--- src/rtl/fetch_line_stage.sv ---
// fetch_line_stage: line-buffered instruction fetch, one insn/cycle to decode, stalls for redirect after control flow.
// Define FETCH_PERF_CNT_EN to add saturating perf counters; opcode is insn[31:26].
module fetch_line_stage #(
   parameter int CORE_ID = 0,
   parameter int LINE_WORDS = 2,
   parameter int ADDR_W = 64,
   parameter int MASK_W = 64,
   parameter logic [ADDR_W-1:0] RESET_PC = '0
) (
   input  logic                     clk,
   input  logic                     reset_n,
   output logic                     mem_req_valid,
   input  logic                     mem_req_ready,
   output logic [ADDR_W-1:0]        mem_req_addr,
   output logic [15:0]              mem_req_id,
   input  logic                     mem_rsp_valid,
   input  logic [32*LINE_WORDS-1:0] mem_rsp_data,
   input  logic                     mem_rsp_err,
   output logic                     dec_valid,
   input  logic                     dec_ready,
   output logic [ADDR_W-1:0]        dec_pc,
   output logic [31:0]              dec_insn,
   output logic [MASK_W-1:0]        dec_mask,
   input  logic                     redir_valid,
   input  logic [ADDR_W-1:0]        redir_pc,
   input  logic [MASK_W-1:0]        redir_mask,
`ifdef FETCH_PERF_CNT_EN
   output logic [31:0]              perf_wait_cycles,
   output logic [31:0]              perf_insn_count,
   output logic [31:0]              perf_redir_stall,
`endif
   output logic                     fetch_err
);
   localparam int LB = $clog2(LINE_WORDS * 4);
   localparam int TAG_W = ADDR_W - LB;
   localparam int IW = LINE_WORDS > 1 ? $clog2(LINE_WORDS) : 1;
   localparam logic [7:0] COMPONENT_TYPE_FETCH = 8'h01;
   localparam logic [5:0] OP_HALT = 6'h3F;
   localparam logic [5:0] OP_LOAD_RESTORE_PC = 6'h20;
   localparam logic [2:0] OP_JMP_GRP = 3'b010;

   typedef enum logic [2:0] {RESET_ST, CHECK, REQ, WAIT_RSP, EMIT, WAIT_REDIR, HALT_ST} state_t;

   state_t            state_q, state_d;
   logic [ADDR_W-1:0] pc_q, pc_d;
   logic [MASK_W-1:0] mask_q, mask_d;
   logic [31:0]       line_q [LINE_WORDS];
   logic [31:0]       line_d [LINE_WORDS];
   logic [TAG_W-1:0]  tag_q, tag_d;
   logic              line_valid_q, line_valid_d;
   logic              err_q, err_d;
   logic [ADDR_W:0]   pc_inc;
   logic [IW-1:0]     widx;
   logic [31:0]       insn;

   // JMP_* occupy opcodes 0x10..0x17
   function automatic logic changes_control_flow(input logic [31:0] i);
      return i[31:26] == OP_HALT || i[31:26] == OP_LOAD_RESTORE_PC || i[31:29] == OP_JMP_GRP;
   endfunction

   assign pc_inc = {1'b0, pc_q} + (ADDR_W+1)'(4);
   assign widx = LINE_WORDS > 1 ? IW'(pc_q >> 2) : '0;
   assign insn = line_q[widx];

   always_comb begin
      state_d = state_q;
      pc_d = pc_q;
      mask_d = mask_q;
      line_d = line_q;
      tag_d = tag_q;
      line_valid_d = line_valid_q;
      err_d = err_q;
      mem_req_valid = 1'b0;
      dec_valid = 1'b0;
      case (state_q)
         RESET_ST: state_d = CHECK;
         CHECK: state_d = (line_valid_q && pc_q[ADDR_W-1:LB] == tag_q) ? EMIT : REQ;
         REQ: begin
            mem_req_valid = 1'b1;
            state_d = mem_req_ready ? WAIT_RSP : REQ;
         end
         WAIT_RSP: if (mem_rsp_valid) begin
            if (mem_rsp_err) begin
               err_d = 1'b1;
               state_d = HALT_ST;
            end else begin
               for (int k = 0; k < LINE_WORDS; k++) line_d[k] = mem_rsp_data[32*k +: 32];
               tag_d = pc_q[ADDR_W-1:LB];
               line_valid_d = 1'b1;
               state_d = EMIT;
            end
         end
         EMIT: begin
            dec_valid = 1'b1;
            if (dec_ready && changes_control_flow(insn)) state_d = WAIT_REDIR;
            else if (dec_ready) begin
               pc_d = pc_inc[ADDR_W-1:0];
               state_d = (!pc_inc[ADDR_W] && pc_inc[ADDR_W-1:LB] == tag_q) ? EMIT : CHECK;
            end
         end
         WAIT_REDIR: if (redir_valid) begin
            pc_d = redir_pc;
            mask_d = redir_mask;
            err_d = |redir_pc[1:0];
            state_d = |redir_pc[1:0] ? HALT_ST : CHECK;
         end
         default: ;
      endcase
   end

   always_ff @(posedge clk or negedge reset_n) begin
      if (!reset_n) begin
         state_q <= RESET_ST;
         pc_q <= RESET_PC;
         mask_q <= '1;
         line_q <= '{default: '0};
         tag_q <= '0;
         line_valid_q <= 1'b0;
         err_q <= 1'b0;
      end else begin
         state_q <= state_d;
         pc_q <= pc_d;
         mask_q <= mask_d;
         line_q <= line_d;
         tag_q <= tag_d;
         line_valid_q <= line_valid_d;
         err_q <= err_d;
      end
   end

   assign mem_req_addr = mem_req_valid ? {pc_q[ADDR_W-1:LB], {LB{1'b0}}} : '0;
   assign mem_req_id = mem_req_valid ? {8'(CORE_ID), COMPONENT_TYPE_FETCH} : '0;
   assign dec_pc = dec_valid ? pc_q : '0;
   assign dec_insn = dec_valid ? insn : '0;
   assign dec_mask = dec_valid ? mask_q : '0;
   assign fetch_err = err_q;

`ifdef FETCH_PERF_CNT_EN
   logic [31:0] perf_wait_q, perf_wait_d, perf_insn_q, perf_insn_d, perf_redir_q, perf_redir_d;

   always_comb begin
      perf_wait_d = (state_q == WAIT_RSP && !mem_rsp_valid && ~&perf_wait_q) ? perf_wait_q + 32'd1 : perf_wait_q;
      perf_insn_d = (dec_valid && dec_ready && ~&perf_insn_q) ? perf_insn_q + 32'd1 : perf_insn_q;
      perf_redir_d = (state_q == WAIT_REDIR && ~&perf_redir_q) ? perf_redir_q + 32'd1 : perf_redir_q;
   end

   always_ff @(posedge clk or negedge reset_n) begin
      if (!reset_n) begin
         perf_wait_q <= '0;
         perf_insn_q <= '0;
         perf_redir_q <= '0;
      end else begin
         perf_wait_q <= perf_wait_d;
         perf_insn_q <= perf_insn_d;
         perf_redir_q <= perf_redir_d;
      end
   end

   assign perf_wait_cycles = perf_wait_q;
   assign perf_insn_count = perf_insn_q;
   assign perf_redir_stall = perf_redir_q;
`endif
endmodule
--- config.mk ---
export PLATFORM = sky130hd
export DESIGN_NAME = fetch_line_stage
export DESIGN_NICKNAME = d
export VERILOG_FILES = /design/src/rtl/fetch_line_stage.sv
export SDC_FILE = /design/constraint.sdc
export NUM_CORES = 1
export LEC_CHECK = 0
export BUFFER_PORTS_ARGS = -buffer_cell sky130_fd_sc_hd__buf_2
export CAP_MARGIN = 20
export CORE_MARGIN = 5
export CORE_UTILIZATION = 55
export CTS_CLUSTER_SIZE = 28
export DETAILED_ROUTE_END_ITERATION = 6
export PLACE_DENSITY_LB_ADDON = 0.25
export SKIP_LAST_GASP = 1
export SYNTH_ARGS = -nofsm -noshare
export SYNTH_HDL_FRONTEND = slang
export SYNTH_SLANG_ARGS = --single-unit
--- constraint.sdc ---
create_clock -name clk -period 10 [get_ports clk]
set_input_delay 1.5 -clock clk [delete_from_list [all_inputs] [get_ports clk]]
set_output_delay 1.5 -clock clk [all_outputs]
set_load 0.05 [all_outputs]
Yosys cells after proc, flatten, opt, wreduce, memory -nomap -nowiden
Cells that the tools add are included.

storage, ports and cells
  register bits = 258
  input bits = 199
  output and inout bits = 243
  logic and storage cells = 72

cells by class
  $add $sub $neg = 1
  $lt $le $gt $ge = 1
  eq/ne operators = 16
  muxes and demuxes = 28
  bitwise operators = 2
  reduce and logical (&&, ||, !) cells = 16

operators with widths
  operator                                                  number
  two-way mux 64 bit                                        6
  two-way mux 32 bit                                        4
  case mux 64 bit (2 select lines)                          1
  == test 61 bit                                            2
  adder 64 x 3 -> 65 bit, second input constant             1
  two-way mux 3 bit                                         7
  case mux 3 bit (6 select lines)                           1
  == test 6 bit, second input constant                      2
  AND reduction 4 bit                                       3
  != test 2 bit, second input constant                      5
  == test 3 x 2 -> 1 bit, second input constant             3
  two-way mux 1 bit                                         7
  == test 3 bit, second input constant                      2
  nonzero test 6 bit                                        1
  nonzero test 2 bit                                        2
  == test 3 x 1 -> 1 bit, second input constant             1
  logical AND 1 bit                                         3
  zero test 3 bit                                           1
  != test 3 bit, second input constant                      1
  AND reduction 3 bit                                       1
  greater-or-equal comparator 2 bit, second input constant  1
  logical OR 1 bit                                          2
  two-way mux 2 bit                                         1
  NOT 1 -> 2 bit                                            1
  other kinds (5)                                           5

Depth between registers and ports, before layout
  depth after elaboration = 10
  depth in mapped cells = 12

Worst setup path after synthesis
No wires, ideal clock.

  path type = register to output
  start = register pc_q[2]
  end = output dec_insn[10]
  data arrival time = 2.266 ns
  required time = 8.500 ns
  setup slack = 6.234 ns
  stages on the path, launching flop included = 6
  cell sequence = dfrtp_1 buf_2 buf_1 buf_1 mux2i_1 nor2_1

on the way
  word-level cells in the longest chain between the ends = 5

ends and longest elaborated chain
  element                                                 RTL line  source
  from (decl)                                             45        logic [ADDR_W-1:0] pc_q, pc_d;
  from (signal assigned)                                  122       pc_q <= pc_d;
  NOT 1 -> 2 bit (implied by the code)                    63        assign insn = line_q[widx];
  two-way mux 32 bit (implied by the code) (3 in series)  63
  two-way mux 32 bit                                      134       assign dec_insn = dec_valid ? insn : '0;
  to (decl)                                               22        output logic [31:0] dec_insn,

No other way between the ends. The select of a mux whose other input is x is not followed.

Worst setup path after layout
  start = register state_q[0]
  end = output dec_pc[4]

on the way
  word-level cells in the longest chain between the ends = 3

ends and longest elaborated chain
  element                 RTL line  source
  from (decl)             44        state_t state_q, state_d;
  from (signal assigned)  121       state_q <= state_d;
  == test 3 bit           75        case (state_q)
  two-way mux 1 bit       75
  two-way mux 64 bit      133       assign dec_pc = dec_valid ? pc_q : '0;
  to (decl)               21        output logic [ADDR_W-1:0] dec_pc,

No other way between the ends.

==> out/qor_table.md <==
| Item | This run | Unit |
| --- | --- | --- |
| Die Width | 178 | µm |
| Number of vias per cell | 5.85 | - |
| Wire length of the first global-routing pass | 77.9 | mm |
| Antenna violations before repair | 14 | - |
| Post-route DRC | 0 | - |
| Global route overflow | 0 | - |
| Number of enable-type register cells in the synthesized netlist | 0 | - |
| Unrepaired setup endpoints after global routing | false | - |
| Final Non-Filler Cells | 2,345 | - |
| Number of pins with negative max-slew slack in the final report | 0 | - |
| Synthesized area divided by synthesized cell count | 9.65 | µm² |
| Final Routed Wirelength | 51.7 | mm |
| Top fanout value on the critical path | 87 | - |
| Sinks on the clock net | 258 | - |
| Syn Inst Count | 1,602 | - |
| Count of antenna-violating nets left after detailed routing | 0 | - |
| Syn-to-layout area delta | 20.6 | % |
| Detailed Place HPWL | 36.9 | mm |
| Clock transition at path regs | 0.06 | ns |
| Number of distinct library cell variants in the gate-level netlist after synthesis | 72 | - |
| Cell family contributing the most delay on the critical path | buffers and inverters | - |
| Hold bufs inserted after CTS | 0 | - |
| Clock latency of the later-clocked register in the worst-skew pair | 0.56 | ns |
| Slowest stage delay, CP | 0.76 | ns |
| Full die area | 0.0316 | mm² |
| Root buffer cell | sky130_fd_sc_hd__clkbuf_16 | - |
| Count of endpoints failing setup in the final report | 0 | - |
| Share of the synthesized area in the top cell type | 0.314 | - |
| Setup Total Neg Slack | 0 | ns |
| Overall die height | 178 | µm |
| Critical Path RT | 8.50 | ns |
| Number of max-cap violations | 0 | - |
| Max IR drop VDD | 201 | µV |
| Clk_skew | 0.00970 | ns |
| Clock tree from TritonCTS | done | - |
| Fillers | 2,319 | - |
| Overall fraction of global-route tracks in use | 0.313 | - |
| H-Tree Depth | 1 | - |
| Most frequently used cell type in the post-synthesis netlist | sky130_fd_sc_hd__dfrtp_1 | - |
| Hold violation total from the final report | 0 | - |
| Largest area contributor in the synthesized netlist | sky130_fd_sc_hd__dfrtp_1 | - |
| Post-CTS setup buffer count | 0 | - |
| Post-synthesis instance area | 0.0155 | mm² |
| Length of the first detailed-routing pass in iterations | 6 | - |
| Number of buffers created by CTS | 29 | - |
| Core region area | 0.0278 | mm² |
| Leakage power figure | 8.96 | nW |
| Hold crit path type | reg -> reg | - |
| Flip-flop and latch count after synthesis | 258 | - |
| Sort of element at the end of the critical path | output pin | - |
| Sequential-to-total area share from yosys stat | 0.423 | - |
| Final critical-path share of the clock period | 0.571 | - |
| Slowest cell on the critical path | sky130_fd_sc_hd__inv_2 | - |
| Pwr Density | 221 | mW/mm² |
| Actual transition at the worst max-transition pin | 1.09 | ns |
| Most instantiated flip-flop cell in the synthesis netlist | sky130_fd_sc_hd__dfrtp_1 | - |
| Vias in the first global route | 13,300 | - |
| Critical-path cell list | inv_1 > nand2_2 > inv_2 > buf_4 > and2_1 > buf_2 | - |
| Count of standard-cell rows | 61 | - |
| Effective utilization at floorplan | 0.557 | - |
| Top cells by area, synth | sky130_fd_sc_hd__dfrtp_1 (31%), sky130_fd_sc_hd__mux2_2 (14%), sky130_fd_sc_hd__dfstp_2 (11%) | - |
| Async set-reset flop share out of synthesis | 1.00 | - |
| Fmax achieved | 175 | MHz |
| Final Hold Slack | 0.499 | ns |
| Gp weighted congestion | 0.985 | - |
| CP arrival | 4.21 | ns |
| Number of ports placed on the die boundary | 442 | - |
| Max transition margin | 0.277 | - |
| Post-layout minimum cycle time | 5.71 | ns |
| Max Buffers Root-to-Sink | 3 | - |
| PnR Total Power | 4.12 | mW |
| Layout cell share with drive strength beyond 1 | 0.397 | - |
| Detailed-route via count | 13,700 | - |
| Placed insts | 2,276 | - |
| Number of buffers inserted by port buffering | 423 | - |
| Top cells by count, synth | sky130_fd_sc_hd__dfrtp_1 (194), sky130_fd_sc_hd__mux2_2 (191), sky130_fd_sc_hd__and2_1 (175) | - |
| Final Net Count | 2,134 | - |
| Maximum number of pins on one net before global-route repair | 108 | - |
| Critical Setup Path Class | reg -> out | - |
| 1st-iter DRT viols | 1,411 | - |
| YS warnings | 0 | - |
| Number of gates resized after cts | 0 | - |
| Result of the run | completed | - |
| Launching element type of the critical path | flip-flop | - |
| Layout Utilization | 0.671 | - |
| Average detailed-routed wire length per instance | 22.1 | µm |
| Buffers plus inverters on the worst setup path | 4 | - |
[cell type report]
class | instances | area, µm² | share of cell area
antenna | 10 | 25.0 | 0.00134
clock buffer | 43 | 848 | 0.0455
clock inverter | 11 | 170 | 0.00913
inverter | 20 | 75.1 | 0.00403
multi-input combinational | 1185 | 8190 | 0.439
sequential | 258 | 6540 | 0.351
tap | 378 | 473 | 0.0254
timing repair buffer | 440 | 2330 | 0.125
[layer usage]
layer | share of wire | global-route usage | up-vias
met3 | 0.086 | 0.0669 | 139
met5 | 0.00079 | 0 | -
met4 | 0.041 | 0.113 | 6
met1 | 0.39 | 0.407 | 6679
li1 | - | - | 6209
met2 | 0.48 | 0.519 | 693
[cell usage in the layout (no fill, tap or decap), types with 18 or more instances in the layout]
cell,netlist,routed
sky130_fd_sc_hd__clkbuf_16,0,29
sky130_fd_sc_hd__xor2_1,48,48
sky130_fd_sc_hd__buf_2,12,422
sky130_fd_sc_hd__mux2_2,191,191
sky130_fd_sc_hd__conb_1,1,18
sky130_fd_sc_hd__dfrtp_1,194,193
sky130_fd_sc_hd__a21oi_1,104,104
sky130_fd_sc_hd__o21ai_0,79,79
sky130_fd_sc_hd__xnor2_1,56,56
sky130_fd_sc_hd__nand2_1,53,50
sky130_fd_sc_hd__nand3_1,53,53
sky130_fd_sc_hd__o22ai_1,20,20
sky130_fd_sc_hd__nor2_1,148,145
sky130_fd_sc_hd__nor3_1,40,40
sky130_fd_sc_hd__dfstp_2,64,64
sky130_fd_sc_hd__inv_1,20,19
sky130_fd_sc_hd__mux2i_1,35,35
sky130_fd_sc_hd__nor4_1,20,20
sky130_fd_sc_hd__and2_1,175,175
sky130_fd_sc_hd__nand4_1,37,37
[kinds of logic (layout without fill, tap and decap cells)]
kind of cell,count (synthesis),count (layout),share of synthesized area
and+or+nand+nor,588,588,0.208
other,1,28,0.000243
muxes,226,226,0.162
DFF,258,258,0.423
AOI/OAI and AO/OA,248,248,0.0907
buffers and inverters,176,514,0.0564
xor gates and xnor gates,104,104,0.0589
adders and majority gates,1,1,0.000809
[final timing paths]
| path | startpoint | endpoint | slack (ns) | cells past startpoint |
|---|---|---|---|---|
| min reg2reg | line_valid_q | line_valid_q | 0.50 | 1 |
| max in group asynchronous | reset_n | mask_q[44] | 7.78 | 3 |
| max | state_q[0] | dec_pc[4] | 4.29 | 6 |
| min in group asynchronous | reset_n | pc_q[19] | 0.96 | 1 |
| min | line_valid_q | line_valid_q | 0.50 | 1 |
| max reg2reg | pc_q[2] | state_q[0] | 5.35 | 10 |
[state kept, by name (all words and copies together), names as in the netlist]
signal        cells
state_q           3
mask_q           64
line_valid_q      1
fetch_err         1
line_q           64
pc_q             64
tag_q            61
[power by group]
part	internal (mW)	switching, mW	total, mW
combinational	0.556	0.704	1.26
clock	0.690	0.450	1.14
sequential	1.42	0.293	1.72
[metrics by stage]
stage                     area, µm²  setup slack, ns
final                         18600             4.29
after global routing          18600             4.04
after CTS                     18500             4.33
after detailed placement      17500             4.93
after global placement        17500             5.17
after floorplan               15500             6.23
(Power assumes the default switching activity.)
